$ cat src/rtl/fetch_predict_pkg.sv
// rtl/fetch_predict_pkg.sv - shared constants and counter helpers for the fetch/predict stage
package fetch_predict_pkg;

    localparam int          PC_W_DEF      = 5;
    localparam int          BTB_IDX_W_DEF = 3;
    localparam logic [31:0] NOP_INSTR     = 32'h0000_0000;

    typedef enum logic [1:0] {
        SNT = 2'd0,
        WNT = 2'd1,
        WT  = 2'd2,
        ST  = 2'd3
    } ctr_e;

    // Two-bit saturating counter step toward the resolved outcome.
    function automatic ctr_e ctr_next(input ctr_e c, input logic taken);
        ctr_e n;
        n = c;
        if (taken) begin
            if (c != ST) n = ctr_e'(c + 2'd1);
        end else begin
            if (c != SNT) n = ctr_e'(c - 2'd1);
        end
        return n;
    endfunction

endpackage

$ cat src/rtl/fetch_predict_btb_table.sv
// rtl/fetch_predict_btb_table.sv - direct-mapped branch target buffer, combinational lookup port plus one update port
module btb_table
    import fetch_predict_pkg::*;
#(
    parameter int PC_W  = PC_W_DEF,
    parameter int IDX_W = BTB_IDX_W_DEF
) (
    input  logic            clk,
    input  logic            reset,
    input  logic [PC_W-1:0] i_lk_pc,
    output logic            o_lk_taken,
    output logic [PC_W-1:0] o_lk_target,
    input  logic            i_upd_valid,
    input  logic [PC_W-1:0] i_upd_pc,
    input  logic            i_upd_taken,
    input  logic [PC_W-1:0] i_upd_target
);

    localparam int ENTRIES = 1 << IDX_W;
    localparam int TAG_W   = PC_W - IDX_W;

    logic             r_valid  [ENTRIES];
    logic [TAG_W-1:0] r_tag    [ENTRIES];
    logic [PC_W-1:0]  r_target [ENTRIES];
    ctr_e             r_ctr    [ENTRIES];

    logic [IDX_W-1:0] w_lk_idx;
    logic [TAG_W-1:0] w_lk_tag;
    logic             w_lk_hit;
    logic [IDX_W-1:0] w_upd_idx;
    logic [TAG_W-1:0] w_upd_tag;
    logic             w_upd_hit;

    assign w_lk_idx  = i_lk_pc[IDX_W-1:0];
    assign w_lk_tag  = i_lk_pc[PC_W-1:IDX_W];
    assign w_upd_idx = i_upd_pc[IDX_W-1:0];
    assign w_upd_tag = i_upd_pc[PC_W-1:IDX_W];

    // Lookup reads the registered array, so a same-cycle update is seen one cycle later.
    assign w_lk_hit    = r_valid[w_lk_idx] && (r_tag[w_lk_idx] == w_lk_tag);
    assign o_lk_taken  = w_lk_hit && (r_ctr[w_lk_idx] >= WT);
    assign o_lk_target = r_target[w_lk_idx];

    assign w_upd_hit = r_valid[w_upd_idx] && (r_tag[w_upd_idx] == w_upd_tag);

    always_ff @(posedge clk) begin
        if (reset) begin
            for (int i = 0; i < ENTRIES; i++) begin
                r_valid[i]  <= 1'b0;
                r_tag[i]    <= '0;
                r_target[i] <= '0;
                r_ctr[i]    <= WNT;
            end
        end else if (i_upd_valid) begin
            if (w_upd_hit) begin
                r_ctr[w_upd_idx] <= ctr_next(r_ctr[w_upd_idx], i_upd_taken);
                if (i_upd_taken) r_target[w_upd_idx] <= i_upd_target;
            end else if (i_upd_taken) begin
                r_valid[w_upd_idx]  <= 1'b1;
                r_tag[w_upd_idx]    <= w_upd_tag;
                r_target[w_upd_idx] <= i_upd_target;
                r_ctr[w_upd_idx]    <= WT;
            end
        end
    end

endmodule

$ cat src/rtl/fetch_predict.sv
// rtl/fetch_predict.sv - fetch PC register with BTB-driven next-PC selection and the IF/ID pipeline register
module fetch_predict
    import fetch_predict_pkg::*;
#(
    parameter int PC_W      = PC_W_DEF,
    parameter int BTB_IDX_W = BTB_IDX_W_DEF
) (
    input  logic            clk,
    input  logic            reset,
    output logic [PC_W-1:0] imem_addr,
    input  logic [31:0]     imem_data,
    input  logic            IF_ID_write,
    input  logic            flush,
    input  logic            redirect_valid,
    input  logic [PC_W-1:0] redirect_pc,
    input  logic            upd_valid,
    input  logic [PC_W-1:0] upd_pc,
    input  logic            upd_taken,
    input  logic [PC_W-1:0] upd_target,
    output logic [31:0]     instruction_D,
    output logic [PC_W-1:0] Pc_D,
    output logic [PC_W-1:0] PcPlus1_D,
    output logic            prediction_D,
    output logic [PC_W-1:0] predTarget_D
);

    logic [PC_W-1:0] r_pc;
    logic [31:0]     r_instr;
    logic [PC_W-1:0] r_pc_d;
    logic [PC_W-1:0] r_pc_plus1_d;
    logic            r_pred_d;
    logic [PC_W-1:0] r_pred_tgt_d;

    logic [PC_W-1:0] w_pc_plus1;
    logic            w_pred_taken;
    logic [PC_W-1:0] w_btb_target;
    logic [PC_W-1:0] w_pred_next;
    logic [PC_W-1:0] w_next_pc;
    logic            w_bubble;

    btb_table #(
        .PC_W  (PC_W),
        .IDX_W (BTB_IDX_W)
    ) u_btb (
        .clk          (clk),
        .reset        (reset),
        .i_lk_pc      (r_pc),
        .o_lk_taken   (w_pred_taken),
        .o_lk_target  (w_btb_target),
        .i_upd_valid  (upd_valid),
        .i_upd_pc     (upd_pc),
        .i_upd_taken  (upd_taken),
        .i_upd_target (upd_target)
    );

    assign w_pc_plus1 = r_pc + PC_W'(1);
    // predTarget_D carries the predicted next fetch PC, so EX compares one value either way.
    assign w_pred_next = w_pred_taken ? w_btb_target : w_pc_plus1;
    assign w_bubble    = flush || redirect_valid;

    always_comb begin
        w_next_pc = r_pc;
        if (redirect_valid)   w_next_pc = redirect_pc;
        else if (IF_ID_write) w_next_pc = w_pred_next;
    end

    always_ff @(posedge clk) begin
        if (reset) r_pc <= '0;
        else       r_pc <= w_next_pc;
    end

    always_ff @(posedge clk) begin
        if (reset || w_bubble) begin
            r_instr      <= NOP_INSTR;
            r_pc_d       <= '0;
            r_pc_plus1_d <= '0;
            r_pred_d     <= 1'b0;
            r_pred_tgt_d <= '0;
        end else if (IF_ID_write) begin
            r_instr      <= imem_data;
            r_pc_d       <= r_pc;
            r_pc_plus1_d <= w_pc_plus1;
            r_pred_d     <= w_pred_taken;
            r_pred_tgt_d <= w_pred_next;
        end
    end

    assign imem_addr     = r_pc;
    assign instruction_D = r_instr;
    assign Pc_D          = r_pc_d;
    assign PcPlus1_D     = r_pc_plus1_d;
    assign prediction_D  = r_pred_d;
    assign predTarget_D  = r_pred_tgt_d;

endmodule

$ cat config.mk
export PLATFORM = sky130hd
export DESIGN_NAME = fetch_predict
export DESIGN_NICKNAME = d
export VERILOG_FILES = /design/src/rtl/fetch_predict_pkg.sv /design/src/rtl/fetch_predict_btb_table.sv /design/src/rtl/fetch_predict.sv
export SDC_FILE = /design/constraint.sdc
export NUM_CORES = 1
export LEC_CHECK = 0
export CAP_MARGIN = 20
export CORE_ASPECT_RATIO = 1.1
export CORE_MARGIN = 10
export CORE_UTILIZATION = 45
export DETAILED_ROUTE_END_ITERATION = 16
export PLACE_DENSITY_LB_ADDON = 0.25
export SLEW_MARGIN = 0
export SYNTH_ARGS = -nofsm -noshare
export SYNTH_HDL_FRONTEND = slang
export SYNTH_SLANG_ARGS = --single-unit
$ cat constraint.sdc
create_clock -name clk -period 6.98 [get_ports clk]
set_input_delay 1.047 -clock clk [delete_from_list [all_inputs] [get_ports clk]]
set_output_delay 1.047 -clock clk [all_outputs]
set_load 0.01 [all_outputs]
---- Word-level counts from Yosys, hierarchy flattened ----
Memories as Yosys holds them, arrays and structs flattened. A register that Yosys moved wholly into a read port is not among the register bits.
Cells that the tools add are included.
Widths: inputs -> output; s select.
word-level totals
  register bits ........................... 53
  output and inout bits ................... 53
  input bits .............................. 54
  memory bits (writable) .................. 80
  word-level logic and storage cells ...... 76
  memories ................................ 4
cells by class
  mux-type cells .......................... 46
  reductions and logical operators ........ 11
  bitwise gates (word level) .............. 2
  order comparisons ....................... 1
  equal/unequal tests ..................... 3
  add/subtract/negate cells ............... 3
memory list
  name            words  width  read ports  clocked after Yosys merged registers in  write ports  RTL line                       text
  u_btb.r_target  8      5      1           1                                        8            fetch_predict_btb_table.sv:24  logic [PC_W-1:0] r_target [ENTRIES];
  u_btb.r_ctr     8      2      2           1                                        8            fetch_predict_btb_table.sv:25  ctr_e r_ctr [ENTRIES];
  u_btb.r_tag     8      2      2           1                                        8            fetch_predict_btb_table.sv:23  logic [TAG_W-1:0] r_tag [ENTRIES];
  u_btb.r_valid   8      1      2           1                                        8            fetch_predict_btb_table.sv:22  logic r_valid [ENTRIES];
operator list
  kind                 number
  $mux 3               12
  $mux 5               5
  $mux 1               20
  $mux 2               9
  $add 5x1->5 const B  1
  $reduce_or 5->1      1
  $eq 2x2->1           2
  $reduce_bool 2->1    2
  $reduce_or 2->1      2
  $logic_and 1x1->1    3
  $add 2x1->2 const B  1
  $ge 2x2->1 const B   1
  $logic_or 1x1->1     2
  $ne 2x2->1 const B   1
  $or 1x1->1           2
  $sub 2x1->2 const B  1
  $reduce_or 1->1      1

---- Depth between registers and ports, before layout ----
Gate-level depths: netlist of the first run.
An unclocked memory read counts as a cell.
  word-level depth ........................ 10
  gate-level depth with buffers ........... 10
  gate-level depth less buffers ........... 6

---- Cells and area by module ----
Synthesis of the first run repeated with hierarchy kept, for this count alone.
second synthesis, totals
  cell total of the unflattened synthesis .. 551
  area, all modules ....................... 6,412.4 um^2
modules (own cells, without submodules)
  module         area each (um^2)  times used  cells each  seq. area each (um^2)
  btb_table      4,331.7           1           343         2,322.2
  fetch_predict  2,080.7           1           208         1,061.0

---- Worst setup path before layout of the first run ----
Ideal clock, no wire load.
  path type ............................... input port to flip-flop
  start point ............................. input port upd_pc[2]
  end point ............................... memory u_btb.r_ctr[3][0] (netlist name), enable pin
  arrival ................................. 2,756 ps
  stages on the path ...................... 8
  data required time ...................... 6,653 ps
  path slack .............................. 3,897 ps
  path buffers ............................ 3
  library setup time ...................... 327 ps
  path through ............................ clkbuf_1 buf_1 mux2i_1 xor2_1 o211ai_1 buf_6 and2_1 o21ai_0
RTL lines
  item                RTL line                       text
  start: declaration  fetch_predict.sv:17            input logic [PC_W-1:0] upd_pc,
  end: declaration    fetch_predict_btb_table.sv:25

==> flow_summary.toml, run 1 <==
[status]
status = "complete, no violations"

[hold_path]
whs_endpoint = "prediction_D"
hp-start = "prediction_D"
min_path_cells = 2
worstHoldPathType = "reg -> reg"

[clock_network]
clk_latency_ns = 0.41
cts_setup_buffers = 0
clk_pin_slew_ns = 0.06
ctsHoldBuffers = 0
cts.sinks = 136
clock-root-buffer = "clkbuf_16"
cts_tree = "built"
clock_path_buffers = 2
cts_resized = 0
numCtsBuffers = 17
htree_num_levels = 4

[setup_path]
crit_required_ns = 7.12
cp-end-kind = "register"
slowest_stage = "clkdlybuf4s50_1"
cp-startpoint = "upd_pc[0]"
max_stage_delay_ns = 1.12
critPathKind = "in -> reg"
rr_worst_depth = 5
path_buf_inv = 2
path_delay_family = "buffers and inverters"
worstPathMaxFanout = 22
crit_arrival_ns = 4.21
cp_cell_sequence = "clkdlybuf4s50_1, mux4_2, mux2i_1, xor2_1, o211ai_1, buf_4, a211oi_2, nor2b_1"
r2r_slack_ns = 3.98
critPathLaunchType = "input pin"

[power]
peakVddDrop_mv = 0.141
p_leak_nw = 3.03
pwr_density_cell_nw_per_um2 = 251
total_power_w = 0.00202

[timing]
drv_slew = 0
setup_tns_ns = 0
final-hold-violation-count = 0
slew_headroom_pct = 27.3
setup_viol = 0
fin_ws_ns = 2.91
fmax_mhz = 246
worst_hold_slack_ns = 0.463
fin_crit_sh_pct = 58.3
worstMarginPinSlew_ns = 1.09
fin_crit_ns = 4.07
rsz0062_at_grt = "no"
fin_skew_ns = 0.0118

[floorplanning]
die_h_um = 144
io_pins = 107
rows = 45
coreArea_um2 = 13700
fp.dieW_um = 132
die_area_um2 = 19000
start_util_pct = 45.5

[detailed_routing]
drtIter0Drc = 442
vias = 4636
vias_per_cell = 5.55
ant_nets = 0
drc = 0
wire_per_inst_um = 19.7
firstDrtPassIters = 5
totalWireLength_um = 16500

[final_layout]
nets = 690
syn_to_final_growth_pct = 28.3
fillCellCount = 1179
drive_above_1_share_pct = 11.1
diodes = 0

[synth]
synth_top_area_cell = "edfxtp_1"
synth_nets = 598
synth-seq-cells = 136
yosysSeqAreaShare_pct = 55.1
netlist_instances = 543
synth_area_um2 = 6250
synth_ff_type = "edfxtp_1"
syn_avg_cell_area_um2 = 11.5
synth_most_common_cell = "nor2_1"
yosysWarnings = 0
synth.distinct_cells = 54
yosysTopAreaCellShare_pct = 34.6
synthArstFlopShare_pct = 0
netlist_top_cells_count = "81 x nor2_1, 72 x edfxtp_1, 64 x dfxtp_1"
synthTopCellsByArea = "edfxtp_1 35%, dfxtp_1 20%, mux2i_1 8.6%"
synth-edff-count = 72

[grt]
grt.busiest_layer = "met2"
grt_pass1_wl_um = 25700
use_met2_pct = 27.9
grt_usage_pct = 17.1
use_met3_pct = 4.71
grt_pass1_vias = 4594
overflow = 0
grtUsageMet1_pct = 21.9
antenna_found_initial = 0
grt_max_degree = 58

[placement]
port_buffers = 106
gp_congestion = 0.870
place_ws_ns = 2.53
hpwl_um = 11800

[run]
drv_cap = 0
-- worst max-delay path by stage --
stage	to	cells past startpoint
global route	u_btb.r_ctr[0][1]	8
finish	u_btb.r_ctr[0][1]	8
CTS	u_btb.r_ctr[0][1]	8
detailed placement	u_btb.r_ctr[0][1]	8
floorplan	u_btb.r_ctr[3][0]	8
global placement	u_btb.r_ctr[0][1]	8
-- through the flow --
stage | util, % | std cells | area, µm²
final | 58.4 | 836 | 8020
after floorplan | - | 543 | 6250
after global routing | 58.4 | 836 | 8020
after detailed placement | 53.8 | 804 | 7400
after CTS | 58.4 | 836 | 8020
after global placement | 53.8 | 804 | 7400
-- cell usage in the layout (no fill, tap or decap), drive strengths merged, types with 19 or more instances in the layout --
cell	Yosys	layout
edfxtp	72	72
o21ai	19	19
clkbuf	24	26
clkdlybuf4s50	0	105
dfxtp	64	64
nand2	49	49
nor2	81	81
mux2i	55	55
and3	41	41
mux4	21	21
-- metal layers --
layer	vias up	routed length (µm)	part of all wire (%)
met5	-	0	0
met4	0	191	1.2
met2	188	7930	48
li1	2169	-	-
met1	2263	7380	45
met3	16	999	6.1
-- registers in the layout, indices dropped and copies added, names as in the netlist, named ones only --
name,cells
instruction_D,32
u_btb.r_valid,8
prediction_D,1
u_btb.r_ctr,16
imem_addr,5
u_btb.r_target,40
predTarget_D,5
u_btb.r_tag,16
Pc_D,5
PcPlus1_D,5
-- power breakdown --
| group | switching [W] | total [W] | internal (W) |
|---|---|---|---|
| clock | 0.000337 | 0.000917 | 0.000580 |
| sequential | 0.0000267 | 0.000898 | 0.000872 |
| combinational | 0.000101 | 0.000201 | 0.0000999 |
-- kinds of logic (layout without fill, tap and decap cells) --
family | count (synthesis) | count (layout) | share of synthesized area [%]
simple gates | 210 | 210 | 15.8
buf+inv | 45 | 150 | 3.38
flops | 136 | 136 | 55.1
xor+xnor | 6 | 6 | 0.961
mux | 81 | 81 | 17.6
fa+ha+maj | 1 | 1 | 0.200
compound gates | 64 | 64 | 6.96
-- layout make-up --
cell class	count	area (µm²)	area share, %
Sequential cell	136	3440	42.9
Clock inverter	6	42.5	0.530
Multi-Input combinational cell	362	2600	32.4
Clock buffer	26	584	7.28
Tap cell	188	235	2.93
Inverter	7	26.3	0.328
Timing Repair Buffer	111	1090	13.6
-- worst reg2reg max path, delay by kind of cell (launching register included) --
kind            cells  cell delay [ns]
mux                 3             1.42
flops               1             1.04
simple gates        1             0.25
compound gates      1             0.15
No activity file was read; power rests on OpenSTA's default activity.
==> run 2: changes to the inputs <==
Clock period 6.98 ns to 3.6 ns, I/O delays scaled along.
==> run 2 against run 1 <==
Effect of this change: via count rose by 0.60%; count of clock-buffer cells in the layout fell by 4; flip-flop and latch count did not move; core utilization rose by 1.0 points; final cell count rose by 1.8%; cell area rose by 1.8%; first-iteration DRC count rose by 3.2%; combinational power rose by 100%; register-to-register slack got worse by 3.0 ns.
==> flow_summary.toml, run 2 (synthesis gave the netlist of run 1 again) <==
[status]
status = "complete, no violations"

[clock_network]
clock_path_buffers = 2
cts_resized = 0
clk_pin_slew_ns = 0.06
cts_setup_buffers = 0
htree_num_levels = 4
numCtsBuffers = 17
clock-root-buffer = "clkbuf_16"
cts.sinks = 136
ctsHoldBuffers = 0
cts_tree = "built"
clk_latency_ns = 0.42

[floorplanning]
io_pins = 107
fp.dieW_um = 132
coreArea_um2 = 13700
start_util_pct = 45.5
die_h_um = 144
die_area_um2 = 19000
rows = 45

[grt]
antenna_found_initial = 0
grt_max_degree = 42
grt_usage_pct = 17.3
grt_pass1_wl_um = 26000
overflow = 0
grt_pass1_vias = 4624

[detailed_routing]
vias = 4664
drc = 0
vias_per_cell = 5.48
ant_nets = 0
drtIter0Drc = 456
firstDrtPassIters = 6
totalWireLength_um = 16400
wire_per_inst_um = 19.3

[timing]
fmax_mhz = 338
final-hold-violation-count = 0
fin_crit_sh_pct = 82.1
rsz0062_at_grt = "no"
setup_viol = 0
worstMarginPinSlew_ns = 0.593
drv_slew = 0
fin_skew_ns = 0.00587
setup_tns_ns = 0
slew_headroom_pct = 60.4
fin_crit_ns = 2.96

[run]
drv_cap = 0

[final_layout]
syn_to_final_growth_pct = 30.6
drive_above_1_share_pct = 13.3
diodes = 0
final_common_cell = "clkdlybuf4s50_1"
largest_register_ffs = 40
nets = 705
final_cell_mix = "105 x clkdlybuf4s50_1, 81 x nor2_1, 72 x edfxtp_1"
regMostFlops = "u_btb.r_target"
design_area_um2 = 8170

[setup_path]
worstPathMaxFanout = 20
r2r-end = "imem_addr[3]"
critPathLaunchType = "input pin"
cp-end-kind = "register"
cp_cell_sequence = "clkdlybuf4s50_1, buf_4, or3b_1, a21boi_0, o31a_1, o211ai_1, buf_4, and2_1, o21ai_0"
crit_required_ns = 3.69
crit_arrival_ns = 3.05
r2r_slack_ns = 0.98
crit_path_frequent_cell = "buf_4"
rr_worst_depth = 6
path_delay_family = "buffers and inverters"
max_stage_delay_ns = 0.49
critPathKind = "in -> reg"
slowest_stage = "clkdlybuf4s50_1"
cp-startpoint = "upd_pc[0]"
path_buf_inv = 3

[hold_path]
worstHoldPathType = "reg -> reg"
min_path_cells = 2
whs_endpoint = "prediction_D"
hp-start = "prediction_D"

[power]
peakVddDrop_mv = 0.313
p_leak_nw = 3.13
pwr_density_cell_nw_per_um2 = 494

[placement]
port_buffers = 106
hpwl_um = 12400
place_area_um2 = 7510
gp_congestion = 0.872
run 2: cell types whose count changed in the layout (fill, tap and decap cells not counted):
| cell | previous run | this run |
|---|---|---|
| buf_4 | 5 | 20 |
| bufinv_16 | 0 | 2 |
| clkinvlp_4 | 1 | 0 |
| clkbuf_1 | 1 | 0 |
| inv_6 | 1 | 3 |
| inv_4 | 2 | 3 |
| clkbuf_8 | 4 | 1 |
run 2: worst max-delay path by stage:
stage	end	slack (ns)	cells after the start
finish	u_btb.r_ctr[7][1]	0.64	9
global route	u_btb.r_ctr[4][1]	0.39	9
CTS	u_btb.r_ctr[4][1]	0.67	9
detailed placement	u_btb.r_ctr[4][1]	0.24	9
global placement	u_btb.r_ctr[4][1]	0.41	9
floorplan	u_btb.r_ctr[3][0]	1.02	8
run 2: area by class of cell:
class | count | area, µm²
clock buffers | 22 | 539
inverters | 7 | 26.3
repair buffers | 126 | 1210
multi-input cells | 362 | 2600
flip-flops and latches | 136 | 3440
fillers | 1196 | 5570
clock inverters | 10 | 119
well taps | 188 | 235
run 2: power breakdown:
| part | switching (W) | total [W] | internal, W |
|---|---|---|---|
| sequential | 0.0000431 | 0.00173 | 0.00169 |
| combinational | 0.000205 | 0.000406 | 0.000201 |
| clock | 0.000678 | 0.00189 | 0.00121 |
run 2: per-stage QoR:
step | std cells | power (W) | utilization, % | setup slack, ns | hold slack, ns
finish | 851 | 0.00403 | 59.4 | 0.644 | 0.469
detailed placement | 819 | 0.00217 | 54.7 | 0.237 | 0.464
floorplan | 543 | 0.00200 | - | 1.02 | 0.438
global placement | 819 | 0.00216 | 54.7 | 0.413 | 0.463
CTS | 851 | 0.00405 | 59.4 | 0.673 | 0.472
global route | 851 | 0.00416 | 59.4 | 0.390 | 0.491
run 2: metal layers:
layer / vias to the layer above / GRT usage, % / wire [µm] / part of all wire, %
li1: 2197 / - / - / -
met1: 2245 / 21.7 / 6990 / 43
met2: 201 / 28.1 / 7950 / 48
met3: 21 / 4.99 / 1220 / 7.4
met4: 0 / 6.26 / 252 / 1.5
met5: - / 0 / 0 / 0
run 2: worst min-delay path: stages (launching register included):
cell	delay, ns
dfxtp_1	0.31
nand2_1	0.06
a21oi_1	0.05
==> run 3: changes to the inputs <==
Clock period 3.6 ns to 2.5 ns, I/O delays scaled along.
==> run 3 against run 2 <==
Effect of this change: worst hold slack got worse by 0.081 ns; largest cell class unchanged; die area unchanged; wire length increased by 4.2%; core utilization increased by 2.5 points.
==> flow_summary.toml, run 3 (synthesis gave the netlist of run 1 again) <==
[grt]
grt_pass1_wl_um = 26800
grt_pass1_vias = 4843
overflow = 0
grt_usage_pct = 17.9
grt_max_degree = 55
antenna_found_initial = 0

[setup_path]
crit_arrival_ns = 2.54
cp-end-kind = "register"
critPathLaunchType = "register"
critPathKind = "reg -> reg"
cp_cell_sequence = "mux4_2, mux2i_1, xor2_1, o211ai_1, buf_4, and2_2, o21ai_2"
r2r_slack_ns = 0.08
slowest_stage = "mux4_2"
max_stage_delay_ns = 0.48
crit_required_ns = 2.62
worstPathMaxFanout = 6

[floorplanning]
start_util_pct = 45.5
coreArea_um2 = 13700
die_h_um = 144
fp.dieW_um = 132
rows = 45
io_pins = 107
die_area_um2 = 19000

[detailed_routing]
drtIter0Drc = 402
drc = 0
firstDrtPassIters = 6
wire_per_inst_um = 19.1
ant_nets = 0
vias = 4840
vias_per_cell = 5.41
totalWireLength_um = 17100

[placement]
hpwl_um = 13100
gp_congestion = 0.873
place_area_um2 = 7860
port_buffers = 106

[clock_network]
cts.sinks = 136
numCtsBuffers = 17
htree_num_levels = 4
clk_latency_ns = 0.42
clock-root-buffer = "clkbuf_16"
clk_pin_slew_ns = 0.06
cts_tree = "built"
clock_path_buffers = 2

[final_layout]
nets = 748
drive_above_1_share_pct = 19.8
final_common_cell = "clkdlybuf4s50_1"
design_area_um2 = 8510
syn_to_final_growth_pct = 36.1
fillCellCount = 1126
largest_register_ffs = 40
regMostFlops = "u_btb.r_target"
diodes = 0
final_cell_mix = "102 x clkdlybuf4s50_1, 81 x nor2_1, 72 x edfxtp_1"
fin_util_pct = 61.9

[timing]
fin_crit_ns = 2.42
slew_headroom_pct = 71.3
fin_crit_sh_pct = 96.7
fin_skew_ns = 0.00907
fmax_mhz = 414
rsz0062_at_grt = "no"
worstMarginPinSlew_ns = 0.430
final-hold-violation-count = 0
setup_viol = 0
drv_slew = 0
worst_hold_slack_ns = 0.387

[run]
drv_cap = 0

[power]
peakVddDrop_mv = 0.503
p_leak_nw = 3.35
pwr_density_cell_nw_per_um2 = 658

[hold_path]
worstHoldPathType = "in -> reg"

[status]
status = "complete, no violations"
-- run 3: changes by cell type in the layout (fill, tap and decap cells not counted), moves of 2 or more --
cell	previous run	this run
clkdlybuf4s50_1	105	102
buf_12	0	3
bufinv_16	2	0
buf_4	20	60
clkinv_2	1	3
a21boi_0	2	0
o21ai_0	10	4
clkinv_4	1	4
inv_4	3	1
o21ai_2	1	6
dlymetal6s2s_1	0	3
-- run 3: per-layer routing --
| layer | part of all wire [%] | GRT usage, % | up-vias |
|---|---|---|---|
| met5 | 0 | 0 | - |
| met2 | 49 | 29.9 | 197 |
| met3 | 6.3 | 4.71 | 28 |
| met4 | 1.9 | 6.72 | 0 |
| met1 | 42 | 21.7 | 2332 |
| li1 | - | - | 2283 |
-- run 3: through the flow --
stage	power, W	instances	setup slack, ns	TNS [ns]
floorplan	0.00288	543	0.0888	0
CTS	0.00562	893	-0.0120	-0.0552
global route	0.00580	894	0.000929	0
global placement	0.00318	861	-0.453	-23.76
detailed placement	0.00319	861	-0.551	-28.27
finish	0.00560	894	0.0818	0
-- run 3: final cells by class --
type,count,area [µm²],area share (%)
sequential,136,3440,40.5
inverter,7,26.3,0.309
tap,188,235,2.76
clock buffer,21,504,5.93
multi-input combinational,362,2640,31.1
timing repair buffer,169,1570,18.5
clock inverter,11,82.6,0.970
-- run 3: path summary, 6_finish.rpt --
| path | start | to | cells past startpoint |
|---|---|---|---|
| worst max register to register | u_btb.r_tag[7][1] | u_btb.r_ctr[6][1] | 7 |
| worst max-delay path | u_btb.r_tag[7][1] | u_btb.r_ctr[6][1] | 7 |
| worst min register to register | predTarget_D[3] | predTarget_D[3] | 2 |
| worst min-delay path | IF_ID_write | imem_addr[3] | 4 |
-- run 3: critical path: cells and delay by family (launching register included) --
kind                   cells  cell delay, ns
AO/OA/AOI/OAI              2            0.35
XOR/XNOR                   1            0.23
buffers and inverters      1            0.18
flip-flops                 1            0.43
multiplexers               2            0.67
AND/OR/NAND/NOR            1            0.26
-- run 3: timing repair --
action                                  in CTS  in global routing
endpoints found under the setup margin      24                 48
pin swaps                                    0                  3
gates cloned                                 0                  0
resized for setup                            9                 13
hold buffers                                 0                  0
buffers inserted                             0                  1
hold endpoints to repair                     0                  0
-- run 3: power breakdown --
part | leakage [nW] | total (W) | switching (W) | internal, W
logic | 1.84 | 0.000670 | 0.000323 | 0.000347
clock network | 0.294 | 0.00244 | 0.000982 | 0.00146
registers | 1.21 | 0.00249 | 0.0000584 | 0.00243
total | 3.35 | 0.00560 | 0.00136 | 0.00424
